**src/rtl/comp_seq.sv**
```systemverilog
// comp_seq: multi-cycle magnitude comparator, MSB-first, DIGIT bits/clock.
// Unsigned or two's-complement; early exit on the first differing slice.
module comp_seq #(
   parameter int WIDTH = 8,
   parameter int DIGIT = 2
) (
   input  logic             clk,
   input  logic             rst,
   input  logic             start,
   input  logic             signed_mode,
   input  logic [WIDTH-1:0] A,
   input  logic [WIDTH-1:0] B,
   output logic             busy,
   output logic             done,
   output logic             A_gt_B,
   output logic             A_lt_B,
   output logic             A_eq_B
);

   localparam int N  = WIDTH / DIGIT;
   localparam int CW = (N > 1) ? $clog2(N) : 1;

   localparam logic [0:0] S_IDLE = 1'b0;
   localparam logic [0:0] S_RUN  = 1'b1;

   logic [0:0]       state_q, state_d;
   logic [WIDTH-1:0] a_q, a_d;
   logic [WIDTH-1:0] b_q, b_d;
   logic [CW-1:0]    cnt_q, cnt_d;
   logic             done_q, done_d;
   logic             gt_q, gt_d;
   logic             lt_q, lt_d;
   logic             eq_q, eq_d;

   logic [DIGIT-1:0] slice_a;
   logic [DIGIT-1:0] slice_b;
   logic             last_slice;
   logic [WIDTH-1:0] msb_flip;

   // Inverting both sign bits maps signed order onto unsigned order.
   assign msb_flip   = {signed_mode, {(WIDTH-1){1'b0}}};
   assign slice_a    = a_q[WIDTH-1 -: DIGIT];
   assign slice_b    = b_q[WIDTH-1 -: DIGIT];
   assign last_slice = (cnt_q == CW'(N - 1));

   // Next-state: accept in IDLE, scan one slice per cycle in RUN.
   always_comb begin
      state_d = state_q;
      a_d     = a_q;
      b_d     = b_q;
      cnt_d   = cnt_q;
      done_d  = 1'b0;
      gt_d    = gt_q;
      lt_d    = lt_q;
      eq_d    = eq_q;
      unique case (state_q)
         S_IDLE: begin
            if (start) begin
               a_d     = A ^ msb_flip;
               b_d     = B ^ msb_flip;
               cnt_d   = '0;
               state_d = S_RUN;
            end
         end
         S_RUN: begin
            if (slice_a != slice_b) begin
               gt_d    = (slice_a > slice_b);
               lt_d    = (slice_a < slice_b);
               eq_d    = 1'b0;
               done_d  = 1'b1;
               state_d = S_IDLE;
            end else if (last_slice) begin
               gt_d    = 1'b0;
               lt_d    = 1'b0;
               eq_d    = 1'b1;
               done_d  = 1'b1;
               state_d = S_IDLE;
            end else begin
               a_d   = a_q << DIGIT;
               b_d   = b_q << DIGIT;
               cnt_d = cnt_q + CW'(1);
            end
         end
         default: begin
            state_d = S_IDLE;
         end
      endcase
   end

   // State and result registers; reset aborts any run and clears flags.
   always_ff @(posedge clk) begin
      if (rst) begin
         state_q <= S_IDLE;
         a_q     <= '0;
         b_q     <= '0;
         cnt_q   <= '0;
         done_q  <= 1'b0;
         gt_q    <= 1'b0;
         lt_q    <= 1'b0;
         eq_q    <= 1'b0;
      end else begin
         state_q <= state_d;
         a_q     <= a_d;
         b_q     <= b_d;
         cnt_q   <= cnt_d;
         done_q  <= done_d;
         gt_q    <= gt_d;
         lt_q    <= lt_d;
         eq_q    <= eq_d;
      end
   end

   assign busy   = (state_q == S_RUN);
   assign done   = done_q;
   assign A_gt_B = gt_q;
   assign A_lt_B = lt_q;
   assign A_eq_B = eq_q;

endmodule
```
**config.mk**
```make
export PLATFORM = sky130hd
export DESIGN_NAME = comp_seq
export DESIGN_NICKNAME = d
export VERILOG_FILES = /design/src/rtl/comp_seq.sv
export SDC_FILE = /design/constraint.sdc
export NUM_CORES = 1
export LEC_CHECK = 0
export BUFFER_PORTS_ARGS = -buffer_cell sky130_fd_sc_hd__clkbuf_2
export CAP_MARGIN = 5
export CORE_ASPECT_RATIO = 1.4
export CORE_MARGIN = 4
export CORE_UTILIZATION = 55
export CTS_BUF_LIST = sky130_fd_sc_hd__clkbuf_8
export CTS_CLUSTER_SIZE = 12
export DETAILED_ROUTE_END_ITERATION = 12
export GPL_TIMING_DRIVEN = 0
export PLACE_DENSITY = 0.91
export SKIP_CTS_REPAIR_TIMING = 1
export SLEW_MARGIN = 20
export SYNTH_ARGS = -nofsm -noshare
export SYNTH_HDL_FRONTEND = slang
export SYNTH_SLANG_ARGS = --single-unit
export TNS_END_PERCENT = 100
```
**constraint.sdc**
```tcl
create_clock -name clk -period 2.1 [get_ports clk]
set_clock_uncertainty 0.05 [all_clocks]
set_input_delay 0.105 -clock clk [delete_from_list [all_inputs] [get_ports clk]]
set_output_delay 0.105 -clock clk [all_outputs]
set_load 0.005 [all_outputs]
```
## Word level (Yosys, flattened, before mapping)

Cells that the tools add are included.

| word-level totals | value |
|---|---|
| bits in registers | 23 |
| latch bits | 0 |
| bits in writable memories | 0 |
| bits in read-only memories | 0 |
| output and inout port bits | 5 |
| word-level logic and storage cells | 46 |
| memories | 0 |

| operators by class | value |
|---|---|
| add/subtract/negate cells | 1 |
| $mul | 0 |
| divide/modulo/power cells | 0 |
| order comparisons | 2 |
| equal/unequal tests | 5 |
| shifts and indexed selects | 0 |
| mux-type cells | 23 |
| bitwise operators | 3 |
| reductions and logical operators | 4 |

Operators by type and width:

| kind | number |
|---|---|
| 2-to-1 mux 8 bit | 6 |
| case mux 8 bit (2 select lines) | 2 |
| bitwise XOR 8 bit | 2 |
| 2-to-1 mux 1 bit | 10 |
| 2-to-1 mux 2 bit | 3 |
| inequality test 2 bit, second input constant | 3 |
| case mux 2 bit (2 select lines) | 1 |
| AND reduction 3 bit | 1 |
| adder 2 x 1 -> 2 bit, second input constant | 1 |
| equality test 2 bit, second input constant | 1 |
| greater-than comparator 2 bit | 1 |
| less-than comparator 2 bit | 1 |
| inequality test 2 bit | 1 |
| case mux 1 bit (2 select lines) | 1 |
| AND reduction 2 bit | 1 |
| nonzero test 2 bit | 1 |
| OR reduction 2 bit | 1 |
| NOT 1 bit | 1 |

## Logic depth before layout (Yosys ltp)

| depth | value |
|---|---|
| depth in word-level cells | 4 |
| depth in mapped cells | 6 |
| depth with buffers taken out | 5 |

## Least setup slack after synthesis

OpenSTA, ideal clock, no wires.

| path | value |
|---|---|
| kind | register -> register |
| start | reg a_q[6] |
| end | reg lt_q (netlist: A_lt_B) |
| setup time | 71 ps |
| data arrival time | 1357 ps |
| required time | 1979 ps |
| setup slack | 622 ps |
| stages on the path, launching flop included | 6 |
| path buffers | 0 |
| period minus slack after synthesis | 1478 ps |
| path through | dfxtp_1 > inv_1 > ha_1 > a21bo_1 > or3_1 > a21oi_1 |

| on the way | value |
|---|---|
| word-level cells in the longest chain between the ends | 3 |
| elaborated cells on any way between the ends | 5 |

Ends and longest elaborated chain:

| what | line | text |
|---|---|---|
| start, declared | 27 | `logic [WIDTH-1:0] a_q, a_d;` |
| start signal, assigned | 94 | `a_q <= '0;` |
| start signal, assigned | 103 | `a_q <= a_d;` |
| inequality test 2 bit | 66 | `if (slice_a != slice_b) begin` |
| nonzero test 2 bit (no line) | - |  |
| AND reduction 2 bit (no line) | - |  |
| end signal, assigned | 108 | `lt_q <= lt_d;` |
| end, declared | 32 | `logic lt_q, lt_d;` |

Parallel ways exist; a longest one is shown, timed or not.
A chain may end at the register's enable or synchronous reset.

## Final worst setup path

| path | value |
|---|---|
| start | reg b_q[7] |
| end | reg b_q[4] |

| on the way | value |
|---|---|
| word-level cells in the longest chain between the ends | 3 |

Ends and longest elaborated chain:

| what | line | text |
|---|---|---|
| start, declared | 28 | `logic [WIDTH-1:0] b_q, b_d;` |
| start signal, assigned | 95 | `b_q <= '0;` |
| start signal, assigned | 104 | `b_q <= b_d;` |
| inequality test 2 bit | 66 |  |
| inequality test 2 bit (no line) | - |  |
| AND reduction 3 bit (no line) | - |  |

No other way between the ends.

==> run_results.csv <==
group,metric,value,unit
global_routing,use_met3,0.0439,
synth,netlist_area,0.00113,sq mm
worst_setup_path,reg2reg_from,"b_q[7]$_SDFFE_PP0P_",
hold_path,hold_depth,3,
sta,tns,0,ps
floorplanning,ios,25,
clock_network,cts_max_level,1,
sta,fmax,606,MHz
worst_setup_path,worstPathCellList,"inv_1, ha_1, and4b_1, buf_6, nor3_1, a211oi_2",
route,viasPerCell,5.82,
worst_setup_path,reg2regPathDepth,6,
worst_setup_path,max_stage_delay,340,ps
worst_setup_path,crit_path_start,"b_q[7]$_SDFFE_PP0P_",
worst_setup_path,cp.arrival,1740,ps
status,status,"completed",
worst_setup_path,rr_endpoint,"b_q[4]$_SDFFE_PP0P_",
worst_setup_path,cpMaxStageDelayCell,"dfxtp_1",
pwr,power_leakage,0.532,nW
global_routing,grt_antenna_before_repair,0,
worst_setup_path,endpoint,"b_q[4]$_SDFFE_PP0P_",
final_layout,fin_area,0.00133,sq mm
place,hpwl,1800,um
route,wl,2350,um
global_routing,use_met2,0.315,
global_routing,grt_usage,0.188,
final_layout,layout-drive-gt1-share,0.331,
final_layout,register_area,460,sq um
global_routing,gr-max-usage-layer,"met2",
synth,synth_top_area_share,0.408,
clock_network,clk_pin_slew_worst_paths,90,ps
pwr,power.density,819,mW/mm^2
worst_setup_path,crit_fanout,10,
route,avgRoutedWirePerCell,14.4,um
sta,period_minus_slack,1650,ps
synth,synth_warnings,0,
pwr,ir_worst_vdd,476,uV
final_layout,area_growth,18.0,%
sta,fin_crit_sh,0.786,
worst_setup_path,start_kind,"flop",
worst_setup_path,required,2190,ps
synth,synth_top_area_cell,"dfxtp_1",
global_routing,met1_usage,0.193,
job,max_cap_viol_count,0,
synth,synth_seq_cells,23,
synth,ys_top_cells_by_area,"dfxtp_1, a211oi_2, mux2i_1",
route,drt_iter0_drc,28,
global_routing,overflow,0,
sta,worst_pin_slew,677,ps
global_routing,grt_pass1_wl,3800,um
clock_network,numCtsBuffers,3,
clock_network,cts_sinks,23,
synth,avgSynthCellArea,9.99,sq um
hold_path,hold_path_class,"in2reg",
worst_setup_path,r2r_slack,450,ps
global_routing,grt_pass1_vias,916,
route,drc_errors,0,
sta,setup_viol,0,
route,vias,948,
clock_network,root_buffer,"clkbuf_8",
clock_network,cts_max_path_buffers,2,
sta,drv_slew,0,
route,first_pass_iters,4,
final_layout,fillCellCount,174,
final_layout,final_nets,166,
worst_setup_path,path_class,"reg2reg",
sta,hold_viol,0,
sta,worst_slew_margin_rel,0.548,
synth,synth-seq-area-share,0.408,
place,dpl_cell_area,0.00127,sq mm
final_layout,antenna_cells,0,
synth,ys_types,28,
floorplanning,core.rowCount,19,
worst_setup_path,cp-end-kind,"flop",
synth,syn-instance-count,113,
floorplanning,coreArea,0.00195,sq mm
final_layout,multi_input_area,596,sq um
clock_network,clock_latency,270,ps
place,portBuffers,24,
sta,rsz0062_at_grt,"false",
synth,synthesis.nets,136,
global_routing,grt_max_degree,14,
clock_network,cts_tree,"done",
floorplanning,die_area,0.00285,sq mm
place,gp_congestion,0.821,
floorplanning,start_util,0.579,
route,ant_nets,0,
floorplanning,die_h,61.6,um
floorplanning,die_w,46.3,um
-- flip-flops by register name, indices dropped and copies added, names as in the netlist --
register,flops
A_eq_B,1
busy,1
A_gt_B,1
cnt_q,2
a_q,8
A_lt_B,1
done,1
b_q,8
-- power breakdown --
group	total (mW)	leakage (nW)	switching [mW]	internal, mW
clock network	0.280	0.0255	0.147	0.133
registers	0.514	0.189	0.0288	0.486
logic	0.296	0.317	0.159	0.137
total	1.09	0.532	0.335	0.755
-- layer usage --
layer	vias to the layer above	wire, um
met5	-	0
met4	0	63
met3	7	120
met2	33	1200
met1	440	961
li1	468	-
-- area by class of cell --
type	count	area share
Clock buffer	3	0.0310
Multi-Input combinational cell	80	0.447
Timing Repair Buffer	25	0.0977
Buffer	8	0.0489
Inverter	2	0.00564
Sequential cell	23	0.346
Tap cell	21	0.0197
Clock inverter	1	0.00376
-- worst min-delay path by stage --
stage          slack [ps]  start                   to
6_report                6   A[0]  a_q[0]$_SDFFE_PP0P_
5_1_grt                10   A[0]  a_q[0]$_SDFFE_PP0P_
4_1_cts                -2   B[1]  b_q[1]$_SDFFE_PP0P_
3_5_place_dp          290    rst      busy$_SDFF_PP0_
3_3_place_gp          280   B[0]  b_q[0]$_SDFFE_PP0P_
2_1_floorplan         130    rst      busy$_SDFF_PP0_
-- layout by cell type, fill, tap and decap left out, types with 3 or more instances in the layout --
cell	netlist	layout
nand2_1	8	8
dfxtp_1	23	23
o21ai_0	3	3
nand2b_1	4	4
a211oi_2	9	9
nor3_1	11	11
mux2i_1	10	10
clkbuf_8	0	3
nand3_1	8	8
ha_1	3	3
buf_6	4	4
clkbuf_2	0	24
a21oi_1	10	10
-- per-stage QoR --
step	power [mW]	cells	hold slack (ps)	utilization	worst slack, ps
2_1_floorplan	0.744	113	129	-	622
3_3_place_gp	0.803	158	279	0.654	543
3_5_place_dp	0.819	158	289	0.654	495
4_1_cts	1.09	162	-1.53	0.678	450
5_1_grt	1.15	163	14.0	0.683	365
6_report	1.09	163	6.06	0.683	450
-- cell usage after synthesis --
library cell,instances
buf_1,1
nand3_1,8
dfxtp_1,23
nand4b_4,1
nor3_1,11
nand2b_1,4
clkbuf_1,1
o2bb2ai_1,2
nor2b_2,1
xnor2_1,2
mux2i_1,10
a21bo_1,1
a21oi_1,10
buf_4,1
and4b_1,1
buf_2,1
a211oi_2,9
o21ai_0,3
nor2b_1,1
or3_1,1
buf_6,4
inv_1,2
nand2_2,1
nand2_1,8
a211oi_1,1
a21boi_1,1
a21oi_2,1
ha_1,3
-- logic make-up after synthesis --
logic type                 after synthesis  share of synthesized area
and+or+nand+nor                         37                      0.187
xor gates and xnor gates                 2                     0.0155
AOI/OAI and AO/OA                       28                      0.203
muxes                                   10                     0.0887
adders and majority gates                3                     0.0333
buffers and inverters                   10                     0.0643
DFF                                     23                      0.408
-- critical path: cells and delay by family, from the launching register on --
kind	cells	cell delay (ps)
DFF	1	340
AOI/OAI and AO/OA	1	80
and+or+nand+nor	2	500
buffers and inverters	2	190
adders and majority gates	1	340
(Power assumes the default switching activity.)
